File: src/rtl/memShare_config_pkg.sv
// Memory-share configuration: DRC flag vector layout shared across blocks.
package memShare_config_pkg;

  localparam int unsigned MEMSHARE_DRC_NUM = 2;
  localparam int unsigned MEMSHARE_DRC1    = 1;

endpackage

File: src/rtl/msgPass_config_pkg.sv
// Message-pass configuration: default field widths and read scheduler states.
package msgPass_config_pkg;

  localparam int unsigned RD_LEN_WIDTH_DEF     = 8;
  localparam int unsigned DRC_PERIOD_WIDTH_DEF = 4;

  typedef enum logic [1:0] {
    ST_IDLE  = 2'd0,
    ST_BEGIN = 2'd1,
    ST_READ  = 2'd2,
    ST_END   = 2'd3
  } rd_state_e;

endpackage

File: src/rtl/msgpass_drc_tick.sv
// Modulo-period phase counter; ticks on the last read of each DRC period.
module msgpass_drc_tick #(
  parameter int unsigned DRC_PERIOD_WIDTH = 4
) (
  input  logic                        sys_clk,
  input  logic                        rstn,
  input  logic                        clr,
  input  logic                        adv,
  input  logic [DRC_PERIOD_WIDTH-1:0] period,
  output logic                        tick
);

  logic [DRC_PERIOD_WIDTH-1:0] phase_q;
  logic [DRC_PERIOD_WIDTH-1:0] last_phase;

  // Last phase of the period; a zero period never ticks.
  always_comb begin
    last_phase = period - DRC_PERIOD_WIDTH'(1);
    tick       = (period != '0) && (phase_q == last_phase);
  end

  // Phase advances once per read and wraps at the period boundary.
  always_ff @(posedge sys_clk or negedge rstn) begin
    if (!rstn) begin
      phase_q <= '0;
    end else if (clr) begin
      phase_q <= '0;
    end else if (adv) begin
      phase_q <= (phase_q == last_phase) ? '0 : phase_q + DRC_PERIOD_WIDTH'(1);
    end
  end

endmodule

File: src/rtl/msgpass_rd_sched.sv
// Message-pass buffer read scheduler: one begin/read*N/end session per start.
module msgpass_rd_sched
  import msgPass_config_pkg::*;
  import memShare_config_pkg::*;
#(
  parameter int unsigned RD_LEN_WIDTH     = RD_LEN_WIDTH_DEF,
  parameter int unsigned DRC_PERIOD_WIDTH = DRC_PERIOD_WIDTH_DEF
) (
  input  logic                        sys_clk,
  input  logic                        rstn,
  input  logic                        layer_start_i,
  input  logic [RD_LEN_WIDTH-1:0]     rd_len_i,
  input  logic [DRC_PERIOD_WIDTH-1:0] drc_period_i,
  input  logic                        stall_i,
  output logic                        buffer_read_begin_o,
  output logic                        buffer_read_end_o,
  output logic [MEMSHARE_DRC_NUM-1:0] is_drc_o,
  output logic                        rd_en_o,
  output logic [RD_LEN_WIDTH-1:0]     rd_idx_o,
  output logic                        busy_o,
  output logic                        done_o,
  output logic                        start_err_o
);

  rd_state_e                   state_q, state_d;
  logic [RD_LEN_WIDTH-1:0]     len_q;
  logic [DRC_PERIOD_WIDTH-1:0] period_q;
  logic [RD_LEN_WIDTH-1:0]     cnt_q;
  logic                        err_q;
  logic [RD_LEN_WIDTH-1:0]     last_idx;
  logic                        begin_pulse;
  logic                        end_pulse;
  logic                        rd_en;
  logic                        drc_tick;

  assign last_idx = len_q - RD_LEN_WIDTH'(1);

  // State register.
  always_ff @(posedge sys_clk or negedge rstn) begin
    if (!rstn) begin
      state_q <= ST_IDLE;
    end else begin
      state_q <= state_d;
    end
  end

  // Next-state and state-decoded strobes.
  always_comb begin
    state_d     = state_q;
    begin_pulse = 1'b0;
    end_pulse   = 1'b0;
    rd_en       = 1'b0;
    case (state_q)
      ST_IDLE: begin
        if (layer_start_i) state_d = ST_BEGIN;
      end
      ST_BEGIN: begin
        begin_pulse = 1'b1;
        state_d     = (len_q != '0) ? ST_READ : ST_END;
      end
      ST_READ: begin
        rd_en = !stall_i;
        if (!stall_i && (cnt_q == last_idx)) state_d = ST_END;
      end
      ST_END: begin
        end_pulse = 1'b1;
        state_d   = ST_IDLE;
      end
      default: state_d = ST_IDLE;
    endcase
  end

  // Session fields, read counter and sticky start-while-busy flag.
  always_ff @(posedge sys_clk or negedge rstn) begin
    if (!rstn) begin
      len_q    <= '0;
      period_q <= '0;
      cnt_q    <= '0;
      err_q    <= 1'b0;
    end else begin
      if ((state_q == ST_IDLE) && layer_start_i) begin
        len_q    <= rd_len_i;
        period_q <= drc_period_i;
        cnt_q    <= '0;
      end
      if ((state_q != ST_IDLE) && layer_start_i) begin
        err_q <= 1'b1;
      end
      // The counter parks on the final index so all-ones lengths never wrap.
      if ((state_q == ST_READ) && !stall_i && (cnt_q != last_idx)) begin
        cnt_q <= cnt_q + RD_LEN_WIDTH'(1);
      end
    end
  end

  msgpass_drc_tick #(
    .DRC_PERIOD_WIDTH(DRC_PERIOD_WIDTH)
  ) u_drc_tick (
    .sys_clk (sys_clk),
    .rstn    (rstn),
    .clr     (state_q == ST_BEGIN),
    .adv     (rd_en),
    .period  (period_q),
    .tick    (drc_tick)
  );

  // DRC flag vector: only DRC1 is driven, and only on an actual read.
  always_comb begin
    is_drc_o                = '0;
    is_drc_o[MEMSHARE_DRC1] = rd_en & drc_tick;
  end

  assign buffer_read_begin_o = begin_pulse;
  assign buffer_read_end_o   = end_pulse;
  assign done_o              = end_pulse;
  assign rd_en_o             = rd_en;
  assign rd_idx_o            = cnt_q;
  assign busy_o              = (state_q != ST_IDLE);
  assign start_err_o         = err_q;

endmodule

File: config.mk
export PLATFORM = sky130hd
export DESIGN_NAME = msgpass_rd_sched
export DESIGN_NICKNAME = d
export VERILOG_FILES = /design/src/rtl/memShare_config_pkg.sv /design/src/rtl/msgPass_config_pkg.sv /design/src/rtl/msgpass_drc_tick.sv /design/src/rtl/msgpass_rd_sched.sv
export SDC_FILE = /design/constraint.sdc
export NUM_CORES = 1
export LEC_CHECK = 0
export CAP_MARGIN = 20
export CORE_ASPECT_RATIO = 0.5
export CORE_MARGIN = 3
export CORE_UTILIZATION = 52
export DETAILED_ROUTE_END_ITERATION = 12
export GPL_TIMING_DRIVEN = 0
export HOLD_SLACK_MARGIN = 0.03
export PLACE_DENSITY = 0.84
export SETUP_SLACK_MARGIN = 0.2
export SYNTH_ARGS = -nofsm -noshare
export SYNTH_HDL_FRONTEND = slang
export SYNTH_SLANG_ARGS = --single-unit
File: constraint.sdc
create_clock -name sys_clk -period 2.5 [get_ports sys_clk]
set_input_delay 0.5 -clock sys_clk [delete_from_list [all_inputs] [get_ports sys_clk]]
set_output_delay 0.5 -clock sys_clk [all_outputs]
set_load 0.01 [all_outputs]
==> run_results.csv, run 1 <==
group,metric,value,unit
layout,antennaDiodeCount,0,
critical_path,worstPathArrival,2650,ps
sta,period_needed,2440,ps
yosys,synth.distinct_cells,37,
yosys,synthesis.nets,212,
floorplanning,die_area,4110,um2
yosys,yosysWarnings,0,
sta,rsz0062_at_grt,"true",
yosys,ys_seq_elements,27,
drt,first_pass_iters,4,
sta,maxSlewViolCount,0,
drt,remaining_drc_errors,0,
critical_path,path_class,"flop to flop",
layout,final_common_cell,"clkdlybuf4s50_1",
layout,finalNonFillerCells,276,
layout,finish.net_count,261,
drt,drt_iter0_markers,172,
sta,slew_headroom,57.3,%
min_path,hp-class,"flop to flop",
drt,drtAntennaViolNets,0,
yosys,synth.avg_cell_area,9.22,um2
critical_path,critPathRequiredTime,2710,ps
clock_network,clk_pin_slew,100,ps
sta,setup_violations,0,
clock_network,insertion_delay,280,ps
layout,drive_above_1_share,26.3,%
power_and_ir_drop,powerDensity,1240,nW/um2
drt,wire_per_inst,17.6,um
clock_network,cts_buffers,3,
sta,hold_viol,0,
floorplanning,initial_core_util,55.9,%
placed_design,place_hpwl,3.04,mm
sta,tightestPinTransition,640,ps
global_routing,grt_pass1_vias,1509,
status,outcome,"finished, final reports clean",
critical_path,end_kind,"flop",
sta,finalSetupTns,0,ps
global_routing,grt_first_pass_wirelength,7.00,mm
sta,timing.fmax,410,MHz
yosys,synth_seq_area_share,39.0,%
layout,final_cell_mix,"clkdlybuf4s50_1 (27), dfrtp_1 (22), nand2_1 (19), buf_4 (13)",
drt,viasPerCell,5.94,
placed_design,placed_area,2110,um2
run,drv_cap,0,
power_and_ir_drop,irDropWorstVdd,0.510,mV
clock_network,clockRootBuffer,"clkbuf_8",
floorplanning,die_w,87.7,um
sta,finalClockSkew,7.04,ps
floorplanning,ios,32,
placed_design,port_buffers,30,
yosys,syn_inst,188,
sta,fin_crit_sh,97.6,%
global_routing,grt_util_all_layers,22.5,%
power_and_ir_drop,p_leak,1.01,nW
drt,vias,1640,
clock_network,cts.path.max_buffers,2,
clock_network,htreeDepth,1,
clock_network,clock-sinks,27,
placed_design,gp_congestion,0.897,
layout,stdcell_area,2410,um2
placed_design,placedCellCount,259,
yosys,syn-cell-area,1730,um2
floorplanning,die_height,46.8,um
floorplanning,rows,14,
critical_path,critPathMaxFanout,7,
global_routing,antenna_found_initial,0,
layout,syn2layout_area_growth,38.7,%
floorplanning,coreArea,3100,um2
layout,fillers,184,
global_routing,overflow,0,
global_routing,grt_max_degree,21,
clock_network,cts_tree,"done",
drt,drt_wl_total,4.85,mm
critical_path,critPathLaunchType,"flop",
final timing paths:
kind                            slack (ps)  depth (start not counted)     endpoint        start
min in group asynchronous              530                          1  start_err_o         rstn
worst min-delay path                   460                          1  start_err_o  start_err_o
worst min register to register         460                          1  start_err_o  start_err_o
worst max register to register          60                          9  rd_idx_o[6]     len_q[3]
worst max-delay path                    60                          9  rd_idx_o[6]     len_q[3]
max in group asynchronous             1490                          2     len_q[0]         rstn
worst max-delay path: stages (launching register included):
cell and delay, ps:
dfrtp_2 470, buf_4 160, nor4_2 330, nor4b_2 310
a32oi_1 130, and2_1 200, clkbuf_4 190, o21ai_4 260
buf_6 150, mux2i_1 170
cell families (layout without fill, tap and decap cells):
family                     count (synthesis)  count (layout)  share of synthesized area (%)
buffers and inverters                     25              73                           6.93
xor gates and xnor gates                  17              17                           8.59
adders and majority gates                  8               8                           5.77
muxes                                     12              12                           7.50
DFF                                       27              27                           39.0
AOI/OAI and AO/OA                         36              36                           14.4
other                                      1               1                          0.216
and+or+nand+nor                           62              62                           17.6
per-layer routing:
metal | GRT usage [%] | vias up | wire [um]
met1 | 27.9 | 768 | 1960
li1 | - | 746 | -
met4 | 8.87 | 0 | 204
met5 | 0 | - | 0
met3 | 6.48 | 30 | 480
met2 | 38.2 | 96 | 2210
flip-flops by register name (all words and copies together), names as in the netlist:
signal / flops
period_q: 4
rd_idx_o: 8
start_err_o: 1
len_q: 8
state_q: 2
u_drc_tick.phase_q: 4
Yosys cell counts, drive strengths merged:
| library cell | instances | area share [%] |
|---|---|---|
| a211oi | 3 | 1.3 |
| a21o | 2 | 0.87 |
| a21oi | 5 | 1.4 |
| a22o | 1 | 0.51 |
| a31o | 1 | 0.51 |
| a32oi | 2 | 1.0 |
| and2 | 2 | 0.72 |
| and3 | 2 | 0.72 |
| buf | 4 | 2.2 |
| clkbuf | 5 | 1.3 |
| conb | 1 | 0.22 |
| dfrtp | 27 | 39 |
| ha | 8 | 5.8 |
| inv | 16 | 3.5 |
| mux2 | 8 | 5.2 |
| mux2i | 4 | 2.3 |
| nand2 | 19 | 4.1 |
| nand2b | 4 | 1.4 |
| nand3 | 3 | 0.87 |
| nand3b | 1 | 0.43 |
| nand4 | 1 | 0.36 |
| nor2 | 11 | 2.4 |
| nor3 | 12 | 3.5 |
| nor4 | 1 | 0.36 |
| nor4b | 2 | 1.0 |
| o2111ai | 1 | 0.51 |
| o21ai | 13 | 4.4 |
| o221ai | 4 | 2.0 |
| o311a | 1 | 0.58 |
| o31ai | 3 | 1.3 |
| or3 | 3 | 1.1 |
| or4 | 1 | 0.65 |
| xnor2 | 11 | 5.6 |
| xor2 | 6 | 3.0 |
layout make-up:
cell class | instances | area (um2) | area share, %
Clock inverter | 1 | 7.51 | 0.312
Buffer | 9 | 63.8 | 2.65
Tap cell | 40 | 50.0 | 2.08
Clock buffer | 3 | 41.3 | 1.72
Sequential cell | 27 | 682 | 28.3
Inverter | 16 | 62.6 | 2.60
Timing Repair Buffer | 44 | 433 | 18.0
Multi-Input combinational cell | 136 | 1070 | 44.3
report_power, final:
group | switching, W | internal [W]
logic | 0.000928 | 0.000914
clock network | 0.000152 | 0.000114
registers | 0.000247 | 0.000617
through the flow:
step                      hold WS (ps)  setup WS (ps)  util (%)  power (W)
after global routing               505          -33.0      77.6    0.00314
after global placement             439           -395      67.2    0.00216
after floorplan                    204            247         -    0.00180
after detailed placement           443           -403      68.1    0.00223
final                              463           60.2      77.6    0.00297
after CTS                          465            132      74.1    0.00271
what timing repair did:
action | 4_1_cts | 5_1_grt
pin swaps | 8 | 2
buffers inserted | 9 | 4
endpoints found under the setup margin | 11 | 10
resized for setup | 26 | 20
hold buffers | 0 | 0
cloned | 0 | 0
Note: power is estimated with default switching activity, not from simulation.
==> inputs of run 2 (changes only) <==
- CORE_MARGIN: 3 -> not set
- CORE_UTILIZATION: 52 -> 35
- PLACE_DENSITY: 0.84 -> 0.62
==> run 2 against run 1 <==
Sequential cell count unchanged; critical path type unchanged; hold slack improved by 4.5 ps; design area shrank 0.21%; combinational power decreased by 4%; highest routed layer unchanged; power decreased by 3.4%; sequential power down 1%; die area increased by 28%; maximum frequency increased by 3.8%.
==> run_results.csv, run 2 (synthesis gave the netlist of run 1 again) <==
group,metric,value,unit
global_routing,antenna_found_initial,0,
critical_path,crit_family,"simple AND/OR/NAND/NOR gates",
clock_network,clockRootBuffer,"clkbuf_8",
critical_path,end_kind,"flop",
power_and_ir_drop,p_leak,1.00,nW
layout,fillers,431,
layout,final_cell_mix,"clkdlybuf4s50_1 (27), dfrtp_1 (24), nand2_1 (19)",
clock_network,insertion_delay,280,ps
floorplanning,initial_core_util,37.9,%
sta,timing.fmax,425,MHz
sta,setup_violations,0,
layout,fin_util,52.5,%
critical_path,critPathLaunchType,"flop",
layout,finish.net_count,259,
floorplanning,coreArea,4570,um2
sta,period_needed,2350,ps
drt,vias,1519,
min_path,worstHoldStart,"start_err_o",
critical_path,max_stage_delay,510,ps
sta,hold_viol,0,
placed_design,port_buffers,30,
critical_path,rr_endpoint,"rd_idx_o[7]",
clock_network,clk_pin_slew,100,ps
power_and_ir_drop,irDropWorstVdd,0.344,mV
drt,drt_iter0_markers,71,
power_and_ir_drop,powerDensity,1200,nW/um2
clock_network,cts_buffers,3,
sta,maxSlewViolCount,0,
global_routing,grt_util_all_layers,17.0,%
critical_path,worstPathArrival,2550,ps
clock_network,hold_buffers,0,
layout,register_area,679,um2
drt,remaining_drc_errors,0,
global_routing,grt_max_degree,21,
sta,slew_headroom,52.9,%
sta,finalClockSkew,6.95,ps
floorplanning,die_w,102,um
drt,viasPerCell,5.06,
critical_path,path_class,"flop to flop",
clock_network,htreeDepth,1,
critical_path,rr_startpoint,"len_q[2]",
global_routing,overflow,0,
critical_path,crit_chain,"buf_6, nor3_4, a21oi_2, or4_4, or3_1, buf_6, o21ai_4, buf_6, mux2i_1",
clock_network,cts.path.max_buffers,2,
floorplanning,ios,32,
layout,final_common_cell,"clkdlybuf4s50_1",
min_path,hp-class,"flop to flop",
layout,multi_input_area,1070,um2
drt,wire_per_inst,14.3,um
critical_path,cp_num_buf_inv,3,
placed_design,gp_congestion,0.794,
status,outcome,"finished, final reports clean",
layout,drive_above_1_share,25.2,%
sta,rsz0062_at_grt,"true",
critical_path,slowest_stage,"or4_4",
critical_path,cp_common_cell,"buf_6",
critical_path,critPathRequiredTime,2700,ps
layout,antennaDiodeCount,0,
clock_network,clock-sinks,27,
run,drv_cap,0,
critical_path,critPathMaxFanout,7,
critical_path,r2r_cells,9,
placed_design,place_hpwl,2.98,mm
critical_path,r2r_setup_slack,150,ps
clock_network,cts_tree,"done",
floorplanning,die_area,5260,um2
sta,fin_crit_sh,94.0,%
drt,drtAntennaViolNets,0,
floorplanning,die_height,51.8,um
floorplanning,rows,17,
sta,tightestPinTransition,707,ps
drt,drt_wl_total,4.28,mm
min_path,hold_path_depth,1,
global_routing,grt_first_pass_wirelength,6.80,mm
min_path,hold_end,"start_err_o",
global_routing,grt_pass1_vias,1434,
drt,first_pass_iters,4,
power_and_ir_drop,total_power,0.00287,W
layout,syn2layout_area_growth,38.5,%
## run 2: repair_timing
item                                    CTS  global route
buffers inserted                          7             4
pin swaps                                 8             5
endpoints found under the setup margin   11            10
resized for setup                        28            14
## run 2: where the power goes
group	internal [W]	switching (W)	total, W	leakage [nW]
registers	0.000614	0.000241	0.000855	0.332
logic	0.000890	0.000865	0.00176	0.646
clock network	0.000115	0.000145	0.000259	0.0228
## run 2: worst max-delay path by stage
stage          cells after the start     start  slack (ps)           to
2_1_floorplan                      8  len_q[2]         250   state_q[0]
3_3_place_gp                       6   stall_i        -420  is_drc_o[1]
3_5_place_dp                       6   stall_i        -370  is_drc_o[1]
4_1_cts                            6   stall_i          70  is_drc_o[1]
5_1_grt                            9  len_q[4]          30  rd_idx_o[6]
6_report                           9  len_q[2]         150  rd_idx_o[7]
## run 2: metrics by stage
stage / hold slack (ps) / setup WS [ps] / TNS [ps] / instance area (um2) / std cells
2_1_floorplan: 204 / 247 / 0 / 1730 / 188
3_3_place_gp: 440 / -418 / -665 / 2120 / 284
3_5_place_dp: 453 / -369 / -624 / 2130 / 285
4_1_cts: 476 / 65.6 / 0 / 2320 / 296
5_1_grt: 490 / 25.0 / 0 / 2400 / 300
6_report: 467 / 149 / 0 / 2400 / 300
## run 2: metal layers
| metal | vias to the layer above | wire [um] | global-route usage (%) |
|---|---|---|---|
| li1 | 743 | - | - |
| met1 | 733 | 1970 | 21.6 |
| met2 | 39 | 2090 | 30.2 |
| met3 | 4 | 178 | 3.23 |
| met4 | 0 | 30 | 3.62 |
| met5 | - | 0 | 0 |
## run 2: area by class of cell
cell class	count	share of cell area, %
Buffer	9	2.66
Multi-Input combinational cell	136	44.4
Tap cell	66	3.44
Inverter	16	2.61
Sequential cell	27	28.3
Clock buffer	4	1.88
Timing Repair Buffer	42	16.7
